### config.mk
export PLATFORM = sky130hd
export DESIGN_NAME = mem_arbiter
export DESIGN_NICKNAME = d
export VERILOG_FILES = /design/src/rtl/mem_arbiter.sv
export SDC_FILE = /design/constraint.sdc
export NUM_CORES = 1
export LEC_CHECK = 0
export ABC_AREA = 0
export CORE_MARGIN = 1.5
export CORE_UTILIZATION = 42
export CTS_BUF_LIST = sky130_fd_sc_hd__clkbuf_2 sky130_fd_sc_hd__clkbuf_4 sky130_fd_sc_hd__clkbuf_8
export CTS_CLUSTER_DIAMETER = 120
export DETAILED_ROUTE_END_ITERATION = 10
export HOLD_SLACK_MARGIN = 0.08
export PLACE_DENSITY_LB_ADDON = 0.12
export SKIP_LAST_GASP = 1
export SYNTH_ARGS = -nofsm -noshare
export SYNTH_HDL_FRONTEND = slang
export SYNTH_SLANG_ARGS = --single-unit
export TNS_END_PERCENT = 50
### constraint.sdc
create_clock -name clk -period 3.3 [get_ports clk]
set_clock_uncertainty 0.15 [all_clocks]
set_input_delay 0.99 -clock clk [delete_from_list [all_inputs] [get_ports clk]]
set_output_delay 0.99 -clock clk [all_outputs]
set_load 0.03 [all_outputs]
### src/rtl/mem_arbiter.sv
// Arbitrates the single-port data RAM between IFU and LSU, one transaction at a time.
// Define MEM_ARB_RR_EN for round-robin tie-breaking; the default build uses fixed LSU priority.
module mem_arbiter #(
    parameter int AW      = 32,
    parameter int DW      = 32,
    parameter int TIMEOUT = 255
) (
    input  logic          clk,
    input  logic          rst,
    input  logic          ifu_valid,
    output logic          ifu_ready,
    input  logic [AW-1:0] ifu_addr,
    output logic          ifu_rvalid,
    output logic [DW-1:0] ifu_rdata,
    output logic          ifu_err,
    input  logic          lsu_valid,
    output logic          lsu_ready,
    input  logic          lsu_we,
    input  logic [1:0]    lsu_size,
    input  logic [AW-1:0] lsu_addr,
    input  logic [DW-1:0] lsu_wdata,
    output logic          lsu_rvalid,
    output logic [DW-1:0] lsu_rdata,
    output logic          lsu_err,
    output logic          mem_req,
    output logic          mem_we,
    output logic [1:0]    mem_size,
    output logic [AW-1:0] mem_addr,
    output logic [DW-1:0] mem_wdata,
    input  logic          mem_resp,
    input  logic [DW-1:0] mem_rdata
);

    typedef enum logic [1:0] {IDLE, ISSUE, WAIT, RESP} state_t;

    localparam logic        OWN_IFU = 1'b0;
    localparam logic        OWN_LSU = 1'b1;
    localparam logic [15:0] WD_LAST = 16'(TIMEOUT - 1);
    localparam logic [1:0]  SZ_WORD = 2'd2;

    state_t      state;
    logic        owner;
    logic [15:0] wd_cnt;
    logic        pick_lsu;
    logic        accept;
    logic [1:0]  lsu_size_n;

`ifdef MEM_ARB_RR_EN
    logic last_lsu;

    // On a tie the side that was not served last wins.
    always_comb begin
        pick_lsu = lsu_valid;
        if (ifu_valid && lsu_valid)
            pick_lsu = !last_lsu;
    end
`else
    assign pick_lsu = lsu_valid;
`endif

    // ready is combinational so the accept lands in the same cycle the request is seen.
    assign accept     = (state == IDLE) && !rst && (ifu_valid || lsu_valid);
    assign lsu_ready  = accept && pick_lsu;
    assign ifu_ready  = accept && !pick_lsu;
    assign lsu_size_n = (lsu_size == 2'd3) ? SZ_WORD : lsu_size;

    always_ff @(posedge clk) begin
        if (rst) begin
            state      <= IDLE;
            owner      <= OWN_IFU;
            wd_cnt     <= '0;
            mem_req    <= 1'b0;
            mem_we     <= 1'b0;
            mem_size   <= '0;
            mem_addr   <= '0;
            mem_wdata  <= '0;
            ifu_rvalid <= 1'b0;
            ifu_rdata  <= '0;
            ifu_err    <= 1'b0;
            lsu_rvalid <= 1'b0;
            lsu_rdata  <= '0;
            lsu_err    <= 1'b0;
`ifdef MEM_ARB_RR_EN
            last_lsu   <= OWN_IFU;
`endif
        end else begin
            // Pulses and response payload default low so they are only seen for one cycle.
            mem_req    <= 1'b0;
            ifu_rvalid <= 1'b0;
            ifu_rdata  <= '0;
            ifu_err    <= 1'b0;
            lsu_rvalid <= 1'b0;
            lsu_rdata  <= '0;
            lsu_err    <= 1'b0;
            case (state)
                IDLE: begin
                    if (accept) begin
                        owner   <= pick_lsu;
                        mem_req <= 1'b1;
                        state   <= ISSUE;
`ifdef MEM_ARB_RR_EN
                        last_lsu <= pick_lsu;
`endif
                        if (pick_lsu) begin
                            mem_we    <= lsu_we;
                            mem_size  <= lsu_size_n;
                            mem_addr  <= lsu_addr;
                            mem_wdata <= lsu_wdata;
                        end else begin
                            mem_we    <= 1'b0;
                            mem_size  <= SZ_WORD;
                            mem_addr  <= ifu_addr;
                            mem_wdata <= '0;
                        end
                    end
                end
                ISSUE: begin
                    wd_cnt <= '0;
                    state  <= WAIT;
                end
                WAIT: begin
                    // A response in the timeout cycle still counts as a good response.
                    if (mem_resp) begin
                        state <= RESP;
                        if (owner == OWN_LSU) begin
                            lsu_rvalid <= 1'b1;
                            lsu_rdata  <= mem_we ? '0 : mem_rdata;
                        end else begin
                            ifu_rvalid <= 1'b1;
                            ifu_rdata  <= mem_rdata;
                        end
                    end else if (wd_cnt == WD_LAST) begin
                        state <= RESP;
                        if (owner == OWN_LSU) begin
                            lsu_rvalid <= 1'b1;
                            lsu_err    <= 1'b1;
                        end else begin
                            ifu_rvalid <= 1'b1;
                            ifu_err    <= 1'b1;
                        end
                    end else begin
                        wd_cnt <= wd_cnt + 16'd1;
                    end
                end
                RESP: begin
                    state <= IDLE;
                end
                default: begin
                    state <= IDLE;
                end
            endcase
        end
    end

endmodule
==> results of run 1 <==
[cells by family (layout without fill, tap and decap cells)]
kind of cell | after synthesis | after routing | synth area share, %
adder cells (fa/ha/maj) | 6 | 6 | 1.32
flip-flops | 155 | 155 | 54.7
AND/OR/NAND/NOR | 239 | 239 | 22.5
XOR/XNOR | 1 | 1 | 0.154
AO/OA/AOI/OAI | 102 | 102 | 11.8
buffers and inverters | 48 | 328 | 3.49
multiplexers | 34 | 34 | 6.02
[layout by cell type, fill, tap and decap left out, types with 2 or more instances in the layout]
cell type | Yosys | final
clkdlybuf4s50_1 | 0 | 269
dfxtp_1 | 155 | 155
and2_1 | 68 | 68
nand3_1 | 51 | 51
nand2_1 | 45 | 45
a21oi_1 | 40 | 40
nor2_1 | 39 | 39
a211oi_1 | 34 | 34
mux2i_1 | 33 | 33
clkbuf_8 | 0 | 19
buf_4 | 0 | 17
o21ai_0 | 10 | 9
nand4_1 | 6 | 6
ha_1 | 6 | 6
inv_6 | 0 | 6
inv_1 | 5 | 5
nor2b_1 | 4 | 4
nor3_1 | 5 | 4
and3_1 | 3 | 3
a41oi_1 | 3 | 3
buf_12 | 0 | 3
nand2b_1 | 2 | 2
nor3b_2 | 2 | 2
a31oi_1 | 2 | 2
o21ai_1 | 2 | 2
o41ai_1 | 2 | 2
or4_1 | 2 | 2
o311ai_0 | 2 | 2
or2_2 | 2 | 2
bufinv_16 | 0 | 2
clkinv_4 | 0 | 2
buf_2 | 8 | 2
[layout make-up]
class	instances	area share [%]
well taps	176	2.44
inverters	5	0.208
repair buffers	291	32.0
clock buffers	19	2.89
clock inverters	13	1.70
flip-flops and latches	155	34.3
multi-input cells	382	26.4
[registers in the layout, indices dropped and copies added, names as in the netlist, 2 cells and up]
register and cells:
mem_size 2, mem_addr 32, state 2, ifu_rdata 32, wd_cnt 16, mem_wdata 32, lsu_rdata 32
[per-stage QoR]
step	hold slack (ns)	utilization, %	instances	setup WS [ns]
floorplan	0.297	-	585	0.0799
finish	0.304	68.5	1041	0.112
CTS	0.305	68.5	1041	0.102
detailed placement	0.296	65.4	1009	0.113
global placement	0.288	65.4	1009	0.116
global route	0.328	68.5	1041	0.0352
[metal layers]
layer	part of all wire, %	up-vias	global-route usage [%]
met1	37	2385	24.0
met2	52	189	41.8
met4	2.4	0	9.56
met3	8.9	30	9.77
li1	-	2559	-
met5	0	-	0
[final timing paths]
kind,start,endpoint,cells after the start
worst min-delay path,mem_wdata[20],mem_wdata[20],2
worst max-delay path,ifu_valid,lsu_ready,5
worst max register to register,wd_cnt[0],wd_cnt[8],7
worst min register to register,mem_wdata[20],mem_wdata[20],2
[power by group]
part	switching (mW)	internal (mW)	total, mW
Combinational	1.19	0.829	2.01
Sequential	0.119	2.10	2.22
Clock	0.744	0.732	1.48
Total	2.05	3.66	5.71
[worst max-delay path, stage by stage]
cell	delay (ns)
clkdlybuf4s50_1	0.47
o21ai_4	0.19
nor2_1	0.06
and2_1	0.19
buf_12	0.14
==> key figures, run 1 <==
Finish
  • Multi-input logic area: 0.00239 mm2
  • Ant diodes: 0
  • Total Nets Final: 994
  • Register area: 0.00310 mm2
  • Layout overhead on the synthesized area: 59.3%
  • Post-route design area: 0.00904 mm2
  • Layout cells sized above 1: 7.98%
  • # fillers: 1004

GRT
  • Largest net degree at the start of global routing: 44
  • Global-route wire length before repair: 26100 um
  • Overall Global Routing Usage: 23.4%
  • Initial antenna violation count: 0
  • Total gr overflow: 0
  • Vias in the first global route: 5171

Synthesis
  • Synth top area share: 54.7%
  • Largest area contributor in the netlist: dfxtp_1
  • Register area share after synthesis: 54.7%
  • Synthesized area: 0.00567 mm2
  • Count leader, synth: dfxtp_1
  • Distinct cells, synth: 47
  • Synth Flop Type: dfxtp_1
  • Most common library cells after synthesis: dfxtp_1 (155), and2_1 (68), nand3_1 (51)
  • Yosys warnings: 0
  • Synth Register Bits: 155
  • Top post-synthesis cells by area: dfxtp_1 (55%), and2_1 (7.5%), mux2i_1 (5.8%), nand3_1 (4.5%), a211oi_1 (4.5%)
  • Cells after synthesis: 585
  • Number of synthesized flops with an enable pin: 0
  • Avg Synthesized Cell Area: 9.70 um2
  • Post-synthesis net count: 727
  • Share of async-settable or async-resettable flops after synthesis: 0%

Placement
  • Dpl hpwl: 12200 um
  • # port buffers: 273
  • DP Area: 0.00862 mm2
  • GP Congestion: 0.833

Timing
  • TNS Setup: 0 ns
  • Max-slew headroom: 57.6%
  • Fmax: 0.314 GHz
  • Final Cycle Share: 96.6%
  • Hold Vio Cnt, Final: 0
  • Worst-margin pin slew: 0.634 ns
  • Pins over their slew limit: 0
  • Final setup vio count: 0
  • Min Tclk post-route: 3.19 ns
  • Unrepaired setup endpoints after global routing: no

Pwr
  • Pleak: 3.44 nW
  • Pwr/cell area: 632 mW/mm2
  • Total power: 5.71 mW
  • Peak VDD IR: 331 uV

Route
  • Antenna-violating nets left: 0
  • Via Count: 5163
  • WL/cell: 15.7 um
  • DRC viols: 0
  • Routed WL: 16300 um
  • First DRT Iteration DRCs: 194
  • Detailed-router iteration count before antenna repair: 5
  • Post-DR vias/cell: 4.96

Critical path
  • Worst Path Arrival: 2.05 ns
  • Crit-path max FO: 4
  • CP endpoint kind: output port
  • Reg2reg setup slack: 1.04 ns
  • Critical Path RT: 2.16 ns
  • Setup Crit Path Kind: primary input to output port
  • Startpoint Class: primary input

CTS
  • Clock Sinks: 155
  • Root Buffer: clkbuf_8
  • Clock buffer depth: 2
  • Post_cts resized: 0
  • H-tree lvl count: 4
  • CTS clock-pin slew for the worst setup and hold paths: 0.09 ns
  • CTS tree: built
  • Num CTS Buffers: 17
  • Clock latency at the later pin of the worst-skew pair: 0.45 ns
  • Post-CTS Hold Buffers: 0
  • Post-CTS setup buffer count: 0

Floorplanning
  • Initial Utilization: 43.0%
  • # IOs: 274
  • Die H: 119 um
  • FP Rows: 42
  • Die width: 119 um
  • Die area: 0.0142 mm2
  • Core region area: 0.0132 mm2

Status
  • Status: finished clean

Hold path
  • Worst min-delay path category: flip-flop to flip-flop

Run
  • Max-cap violations: 0
(Power assumes the default switching activity.)
==> run 2: changes to the inputs <==
Settings changed: CORE_ASPECT_RATIO set to 0.5.
==> run 2 against run 1 <==
Compared with the run above: clock power is essentially flat; critical path type unchanged; utilization grew 1.0 points; first-iteration DRC count shrank 31%; clock-buffer cell count shrank 1; die area grew 0.30%; hold slack lost 0.00078 ns; cell area shrank 0.58%; non-clock buffer count shrank 3; via count shrank 1.9%.
==> key figures, run 2 (synthesized netlist as in run 1, its figures left out) <==
Timing
  • Pins over their slew limit: 0
  • Min Tclk post-route: 3.18 ns
  • Fmax: 0.314 GHz
  • Final Cycle Share: 96.4%
  • TNS Setup: 0 ns
  • Hold Vio Cnt, Final: 0
  • Max-slew headroom: 56.1%
  • Unrepaired setup endpoints after global routing: no
  • Worst-margin pin slew: 0.657 ns
  • Final setup vio count: 0

GRT
  • Initial antenna violation count: 1
  • Largest net degree at the start of global routing: 68
  • Vias in the first global route: 4817
  • Global-route wire length before repair: 23900 um
  • Total gr overflow: 0
  • Overall Global Routing Usage: 21.2%

CTS
  • H-tree lvl count: 4
  • Post-CTS setup buffer count: 0
  • Clock Sinks: 155
  • CTS clock-pin slew for the worst setup and hold paths: 0.09 ns
  • Clock buffer depth: 2
  • Clock latency at the later pin of the worst-skew pair: 0.43 ns
  • Root Buffer: clkbuf_8
  • Post_cts resized: 0
  • Num CTS Buffers: 17
  • CTS tree: built
  • Post-CTS Hold Buffers: 0

Critical path
  • R2R Path Start: wd_cnt[0]
  • Reg2reg end: state[1]
  • Reg2reg setup slack: 1.00 ns
  • Reg2reg path depth: 7
  • Crit-path max FO: 4
  • Critical Path RT: 2.16 ns
  • Startpoint Class: primary input
  • CP endpoint kind: output port
  • Setup Crit Path Kind: primary input to output port
  • Worst Path Arrival: 2.04 ns

Placement
  • Dpl hpwl: 11300 um
  • # port buffers: 273
  • GP Congestion: 0.818
  • Placed Cells: 1000

Hold path
  • Worst Hold End: mem_wdata[18]
  • Worst min-delay path category: flip-flop to flip-flop
  • Hold Path Depth: 2
  • Hold wc startpoint: mem_wdata[18]

Floorplanning
  • Die width: 167 um
  • Die area: 0.0143 mm2
  • FP Rows: 29
  • Die H: 85.2 um
  • # IOs: 274
  • Initial Utilization: 43.9%
  • Core region area: 0.0129 mm2

Finish
  • Total Nets Final: 991
  • Layout overhead on the synthesized area: 58.4%
  • Post-Layout Cell Count: 1033
  • Layout cells sized above 1: 7.66%
  • Most common cell after layout, fill and taps aside: clkdlybuf4s50_1
  • Most frequent cells in the layout: clkdlybuf4s50_1 (269), dfxtp_1 (155), and2_1 (68)

Route
  • Post-DR vias/cell: 4.91
  • WL/cell: 14.9 um
  • DRC viols: 0
  • Via Count: 5067
  • Detailed-router iteration count before antenna repair: 4
  • Routed WL: 15400 um
  • First DRT Iteration DRCs: 133
  • Antenna-violating nets left: 0

Run
  • Max-cap violations: 0

Status
  • Status: finished clean

Pwr
  • Pleak: 3.43 nW
  • Peak VDD IR: 367 uV
  • Pwr/cell area: 629 mW/mm2
[run 2: changes by cell type in the layout (fill, tap and decap cells not counted), sizes merged]
cell and change:
clkinvlp -1, buf -3, diode +1, clkbuf -1, bufinv -1, inv +3
[run 2: power breakdown]
part	switching, mW	leakage, nW	internal, mW	total (mW)
registers	0.113	1.26	2.10	2.21
logic	1.16	1.95	0.814	1.97
clock network	0.797	0.213	0.666	1.46
[run 2: worst max-delay path: stages]
cell,delay [ns]
clkdlybuf4s50_1,0.44
o21ai_2,0.21
nor2_1,0.07
and2_1,0.16
buf_4,0.16
[run 2: worst max-delay path by stage]
| stage | startpoint | end | slack, ns | cells after the start |
|---|---|---|---|---|
| 2_1_floorplan | lsu_valid | lsu_ready | 0.08 | 4 |
| 3_3_place_gp | ifu_valid | lsu_ready | 0.12 | 5 |
| 3_5_place_dp | ifu_valid | lsu_ready | 0.12 | 5 |
| 4_1_cts | ifu_valid | lsu_ready | 0.11 | 5 |
| 5_1_grt | ifu_valid | lsu_ready | 0.03 | 5 |
| 6_report | ifu_valid | lsu_ready | 0.12 | 5 |
[run 2: cell type report]
| cell class | count | area [um2] |
|---|---|---|
| Tap cell | 170 | 213 |
| Clock buffer | 18 | 248 |
| Fill cell | 1049 | 3930 |
| Inverter | 5 | 18.8 |
| Multi-Input combinational cell | 382 | 2390 |
| Clock inverter | 14 | 169 |
| Antenna cell | 1 | 2.50 |
| Sequential cell | 155 | 3100 |
| Timing Repair Buffer | 288 | 2840 |
[run 2: metal layers]
metal,global-route usage (%),routed length [um],vias to the layer above
met1,23.5,6340,2325
met3,7.00,1060,15
li1,-,-,2553
met5,0,0,-
met4,6.14,235,0
met2,39.1,7720,174
[run 2: through the flow]
stage	area, um2	setup slack, ns	hold slack [ns]	power, mW	utilization (%)
floorplan	5680	0.0799	0.297	3.41	-
global placement	8560	0.123	0.288	4.19	66.3
detailed placement	8560	0.118	0.292	4.23	66.3
CTS	8980	0.105	0.305	5.69	69.5
global route	8980	0.0317	0.320	5.94	69.5
finish	8980	0.118	0.303	5.65	69.5
==> run 3: changes to the inputs <==
Settings changed: TNS_END_PERCENT 50 to not set.
==> results of run 3 <==
No change in the layout: final DEF, timing and power equal those of run 2.
